## src/rtl/mem_port_arbiter.sv

```systemverilog
// Shares one physical memory port between the fetch and data requesters.
// Data has fixed priority. A starvation counter forces a fetch grant after
// STARVE_LIMIT consecutive data grants while a fetch is waiting.
// The physical port is driven only from registers latched at grant time.
module mem_port_arbiter #(
  parameter int unsigned WIDTH        = 16,
  parameter int unsigned STARVE_LIMIT = 4
) (
  input  logic             clk,
  input  logic             rst_n,
  // fetch side
  input  logic             i_read,
  input  logic [WIDTH-1:0] i_address,
  output logic [WIDTH-1:0] i_rdata,
  output logic             i_resp,
  // data side
  input  logic             d_read,
  input  logic             d_write,
  input  logic [1:0]       d_byte_enable,
  input  logic [WIDTH-1:0] d_address,
  input  logic [WIDTH-1:0] d_wdata,
  output logic [WIDTH-1:0] d_rdata,
  output logic             d_resp,
  // physical port
  output logic             pmem_read,
  output logic             pmem_write,
  output logic [1:0]       pmem_byte_enable,
  output logic [WIDTH-1:0] pmem_address,
  output logic [WIDTH-1:0] pmem_wdata,
  input  logic [WIDTH-1:0] pmem_rdata,
  input  logic             pmem_resp,
  output logic             busy
);

  // Counter width must hold STARVE_LIMIT; keep at least one bit when disabled.
  localparam int unsigned CntW = (STARVE_LIMIT > 0) ? $clog2(STARVE_LIMIT + 1) : 1;
  localparam logic [CntW-1:0] Limit = CntW'(STARVE_LIMIT);

  typedef enum logic [1:0] {StIdle, StIGrant, StDGrant} state_e;

  state_e           state_q;
  logic [CntW-1:0]  starve_cnt_q;
  logic [WIDTH-1:0] addr_q;
  logic [WIDTH-1:0] wdata_q;
  logic [1:0]       be_q;
  logic             read_q;
  logic             write_q;

  logic d_req;
  logic starved;

  // Request decode: a waiting fetch that hit the limit outranks data.
  always_comb begin
    d_req   = d_read | d_write;
    starved = (STARVE_LIMIT != 0) && i_read && (starve_cnt_q >= Limit);
  end

  // Arbitration FSM with latched transaction and registered strobes.
  always_ff @(posedge clk) begin
    if (!rst_n) begin
      state_q      <= StIdle;
      starve_cnt_q <= '0;
      addr_q       <= '0;
      wdata_q      <= '0;
      be_q         <= '0;
      read_q       <= 1'b0;
      write_q      <= 1'b0;
    end else begin
      unique case (state_q)
        StIdle: begin
          if (d_req && !starved) begin
            state_q <= StDGrant;
            addr_q  <= d_address;
            wdata_q <= d_wdata;
            be_q    <= d_byte_enable;
            // Read+write together resolves to a write.
            read_q  <= ~d_write;
            write_q <= d_write;
            if (!i_read) begin
              starve_cnt_q <= '0;
            end else if (starve_cnt_q < Limit) begin
              starve_cnt_q <= starve_cnt_q + 1'b1;
            end
          end else if (i_read) begin
            state_q      <= StIGrant;
            addr_q       <= i_address;
            wdata_q      <= '0;
            be_q         <= 2'b11;
            read_q       <= 1'b1;
            write_q      <= 1'b0;
            starve_cnt_q <= '0;
          end else begin
            starve_cnt_q <= '0;
          end
        end
        StIGrant, StDGrant: begin
          // Requester inputs are ignored here; only the memory ends a grant.
          if (pmem_resp) begin
            state_q <= StIdle;
            read_q  <= 1'b0;
            write_q <= 1'b0;
          end
        end
        default: state_q <= StIdle;
      endcase
    end
  end

  // Port outputs come straight from registers; resp is gated by the grant.
  always_comb begin
    pmem_read        = read_q;
    pmem_write       = write_q;
    pmem_byte_enable = be_q;
    pmem_address     = addr_q;
    pmem_wdata       = wdata_q;
    busy             = (state_q != StIdle);
    i_resp           = (state_q == StIGrant) && pmem_resp;
    d_resp           = (state_q == StDGrant) && pmem_resp;
    i_rdata          = pmem_rdata;
    d_rdata          = pmem_rdata;
  end

endmodule

```

## config.mk

```make
export PLATFORM = sky130hd
export DESIGN_NAME = mem_port_arbiter
export DESIGN_NICKNAME = d
export VERILOG_FILES = /design/src/rtl/mem_port_arbiter.sv
export SDC_FILE = /design/constraint.sdc
export NUM_CORES = 1
export LEC_CHECK = 0
export CORE_ASPECT_RATIO = 0.6
export CORE_MARGIN = 2
export CORE_UTILIZATION = 35
export DETAILED_ROUTE_END_ITERATION = 8
export PLACE_DENSITY = 0.79
export SKIP_CTS_REPAIR_TIMING = 1
export SYNTH_ARGS = -nofsm -noshare
export SYNTH_HDL_FRONTEND = slang
export SYNTH_SLANG_ARGS = --single-unit
```

## constraint.sdc

```tcl
create_clock -name clk -period 1.86 [get_ports clk]
set_input_delay 0.186 -clock clk [delete_from_list [all_inputs] [get_ports clk]]
set_output_delay 0.186 -clock clk [all_outputs]
set_load 0.05 [all_outputs]
```

## Word-level counts from Yosys, hierarchy flattened

Index checks and enable logic that the tools add are counted.

- Add/subtract/negate cells: 1
- $lt $le $gt $ge: 2
- Equal/unequal tests: 5
- Multiplexer cells: 20
- Bitwise logic cells: 2
- Reductions and logical operators: 14

Operators by type and width:

| kind | number |
|---|---|
| 2-to-1 mux 16 bit | 4 |
| 2-to-1 mux 2 bit | 5 |
| 2-to-1 mux 3 bit | 3 |
| AND reduction 2 bit | 3 |
| nonzero test 2 bit | 3 |
| 2-to-1 mux 1 bit | 5 |
| logical AND 1 bit | 4 |
| one-hot mux 1 bit (2 select lines) | 2 |
| one-hot mux 2 bit (2 select lines) | 1 |
| adder 3 x 1 -> 3 bit (second input constant) | 1 |
| >= comparator 3 bit (second input constant) | 1 |
| < comparator 3 bit (second input constant) | 1 |
| != test 3 x 2 -> 1 bit (second input constant) | 1 |
| != test 3 bit (second input constant) | 1 |
| AND reduction 3 bit | 1 |
| == test 2 x 1 -> 1 bit (second input constant) | 1 |
| == test 2 bit (second input constant) | 1 |
| zero test 2 bit | 1 |
| != test 2 bit (second input constant) | 1 |
| OR reduction 2 bit | 1 |
| zero test 1 bit | 1 |
| inverter 1 bit | 1 |
| OR 1 bit | 1 |

- Flip-flop bits (word level): 41
- Bits of input ports: 72
- Output and inout port bits: 71
- Word-level logic and storage cells: 51

## Longest topological paths before layout

- Depth in word-level cells: 6
- Depth in mapped cells: 7
- Depth with buffers taken out: 5

## Worst setup path after synthesis

No wires, ideal clock.

- Kind: register to register
- Start: reg state_q[0]
- End: reg starve_cnt_q[1]
- Setup time: 76 ps
- Data arrival time: 1438 ps
- Required time: 1784 ps
- Slack: 346 ps
- Cell stages (with the launch flop): 8
- Path buffers: 2
- Clock period less this slack: 1514 ps
- Cells stage by stage: dfxtp_1 inv_1 ha_1 buf_4 buf_6 inv_1 nand2_1 a21boi_0

- Cells in the longest elaborated chain, start to end: 2

Ends and longest elaborated chain:

| what | line | text |
|---|---|---|
| start, declared | 41 | `state_e state_q;` |
| start signal, assigned | 61 | `state_q <= StIdle;` |
| start signal, assigned | 72 | `state_q <= StDGrant;` |
| start signal, assigned | 85 | `state_q <= StIGrant;` |
| zero test 2 bit | 69 | `unique case (state_q)` |
| AND reduction 2 bit (no source line) | -- |  |
| end signal, assigned | 82 | `starve_cnt_q <= starve_cnt_q + 1'b1;` |
| end, declared | 42 | `logic [CntW-1:0] starve_cnt_q;` |

No other way between the ends.
A chain may end at the register's enable or synchronous reset.

## Worst setup path after layout

- Start: reg wdata_q[5] (netlist: pmem_wdata[5])
- End: out pmem_wdata[5]

RTL lines:

| what | line | text |
|---|---|---|
| start, declared | 44 | `logic [WIDTH-1:0] wdata_q;` |
| start signal, assigned | 74 | `wdata_q <= d_wdata;` |
| end, declared | 29 | `output logic [WIDTH-1:0] pmem_wdata,` |

No word-level cell between the ends.

==> reports/qor.csv <==
stage;metric;value;unit
outcome;status;finished clean;
synthesis;Distinct cells, synth;35;
sta;setup TNS;0;ps
routing;DR iter-0 viols;62;
floorplanning;initial cell density of the core;37.2;%
sta;Final setup viols;0;
clock_network;CTS tree;done;
critical_path;Slowest Stage Delay on Critical Path;820;ps
final_layout;area of the multi-input gates;897;um^2
critical_path;Crit Path Class;register to output port;
final_layout;Final Instance Area;3010;um^2
synthesis;cells taking the most area after synthesis;dfxtp_1, buf_4, nand2_1;
placement;RD Place Congestion;0.736;
sta;RSZ-0062 raised after global routing;false;
final_layout;share of cells above drive strength 1;10.4;%
clock_network;Clock Latency Late Sink;300;ps
clock_network;CTS Buffer Depth;2;
placement;Port Buf Inserts;94;
critical_path;crit end category;output port;
critical_path;Slowest-stage cell, CP;clkdlybuf4s50_1;
clock_network;htree depth;2;
routing;drt wl/cell;13.8;um
routing;vias;1842;
final_layout;Non-Filler Instances;377;
global_route;initial antenna violation count;0;
synthesis;#FFs+latches synth;41;
hold_path;Hold Path Sink;d_rdata[8];
final_layout;Fill cells;537;
final_layout;n_diodes;0;
routing;drt total wl;5210;um
hold_path;hold path start;pmem_rdata[8];
floorplanning;Die Wd;104;um
routing;total iterations of the first detailed-routing run;4;
sta;Slew Limit Headroom;65.3;%
global_route;remaining global-route overflow;0;
critical_path;reg-to-reg critical path startpoint;state_q[1];
sta;Hold Vio Cnt, Final;0;
synthesis;sequential area share after synthesis;38.7;%
global_route;vias in the first global route;1691;
global_route;largest net degree at the start of global routing;46;
floorplanning;Rows;21;
critical_path;CP arrival;1470;ps
job;max_cap viols;0;
critical_path;CP top delay family;buffers and inverters;
final_layout;fin util;52.7;%
clock_network;clock sinks;41;
routing;Via-to-Cell Ratio;4.89;
sta;Final Max Tran Viols;0;
routing;DRC viols;0;
floorplanning;Die ar.;6720;um^2
critical_path;crit-path cells;clkdlybuf4s50_1;
synthesis;Synth Instances;232;
global_route;gr usage total;15.0;%
final_layout;# nets final;372;
clock_network;clk root buf;clkbuf_8;
placement;DP Area;2900;um^2
synthesis;Synth area leader;dfxtp_1;
synthesis;mapped cell area;2120;um^2
sta;Worst-Margin Slew;519;ps
sta;Peak Freq;603;MHz
synthesis;asr flop ratio synth;0;%
pwr;Peak VDD IR;0.377;mV
routing;Routed Antenna Nets;0;
hold_path;Worst Hold Depth;0;
pwr;PwrDens;950;nW/um^2
final_layout;Storage cell area;821;um^2
critical_path;CP max FO;2;
hold_path;Hold Path Class;input pin to output port;
synthesis;YS warnings;0;
floorplanning;die height;64.3;um
synthesis;top cell type's share of synthesized area;38.7;%
clock_network;Num CTS Buffers;5;
critical_path;CP Launch Type;register;
critical_path;reg2reg setup slack;370;ps
final_layout;area delta synth->final;41.8;%
global_route;global-route wire length before repair;8120;um
sta;Setup Skew;9.93;ps
synthesis;syn_nets;308;
placement;dpl hpwl;3850;um
critical_path;Buf/Inv on CP;1;
synthesis;synthesized area per cell;9.14;um^2
critical_path;Critical R2R Capture;pmem_address[13];
pwr;Leak;0.00113;uW
synthesis;dominant register cell in the synthesized netlist;dfxtp_1;
synthesis;Post-synth EDFFs;0;
sta;Final min period;1660;ps
placement;placed cell count;369;
floorplanning;area of the core;5700;um^2
synthesis;synth cell count leaders;dfxtp_1, nand2_1, buf_4, nor2b_1;
critical_path;Req. time, crit path;1670;ps
clock_network;Reg clk slew, reported paths;80;ps
critical_path;worst r2r path cells;5;
synthesis;count leader, synth;dfxtp_1;
sta;crit share post-route;89.1;%
floorplanning;IO Pins;143;
-- logic make-up (layout without fill, tap and decap cells) --
family | after synthesis | count (layout) | synth area share, %
and+or+nand+nor | 68 | 68 | 15.3
AOI/OAI and AO/OA | 63 | 63 | 23.5
buffers and inverters | 54 | 119 | 19.1
DFF | 41 | 41 | 38.7
adders and majority gates | 4 | 4 | 2.36
muxes | 2 | 2 | 0.944
-- metrics by stage --
stage	hold WS, ps	total power (uW)	setup WS (ps)
after global routing	372	2980	116
after floorplan	339	2010	346
after detailed placement	372	2230	134
final	372	2860	202
after CTS	372	2880	96.9
after global placement	372	2210	198
-- sequential cells by signal, indices dropped and copies added, names as in the netlist --
register	flops
pmem_wdata	16
state_q	2
pmem_byte_enable	2
pmem_write	1
starve_cnt_q	3
pmem_read	1
pmem_address	16
-- placed cells by master (no fill, tap or decap), types with 2 or more instances in the layout --
cell / instances
clkdlybuf4s50_1: 91
o21ai_0: 9
a21boi_0: 2
a32oi_1: 16
o21ai_1: 8
clkbuf_8: 7
buf_12: 3
nand2_1: 39
nor2b_1: 18
a31oi_1: 16
ha_1: 3
mux2i_1: 2
nor3_1: 2
buf_4: 14
and2_1: 3
dfxtp_1: 41
inv_1: 3
-- metal layers --
metal  up-vias  share of wire (%)  global-route usage [%]
li1        918                  -                       -
met1       837                 49                    20.3
met2        75                 41                    21.4
met3        12                8.7                    6.02
met4         0                1.2                    5.41
met5         -                  0                       0
-- how the worst max path moves through the flow --
stage | to | cells past startpoint | from | slack (ps)
floorplan | starve_cnt_q[1] | 7 | state_q[0] | 350
global placement | pmem_byte_enable[1] | 3 | d_read | 200
detailed placement | pmem_address[13] | 4 | d_read | 130
CTS | busy | 5 | state_q[1] | 100
global route | busy | 5 | state_q[1] | 120
finish | pmem_wdata[5] | 1 | pmem_wdata[5] | 200
-- power by group --
part           switching (uW)  leakage [uW]  internal, uW  total, uW
logic                     700      0.000735           465       1170
clock network             305     0.0000542           335        640
registers                59.8      0.000339           991       1050
-- layout make-up --
type	count	share of cell area (%)
sequential	41	27.3
multi-input combinational	137	29.8
clock buffer	7	3.20
inverter	3	0.375
tap	80	3.33
timing repair buffer	108	35.8
clock inverter	1	0.166
(Power assumes the default switching activity.)
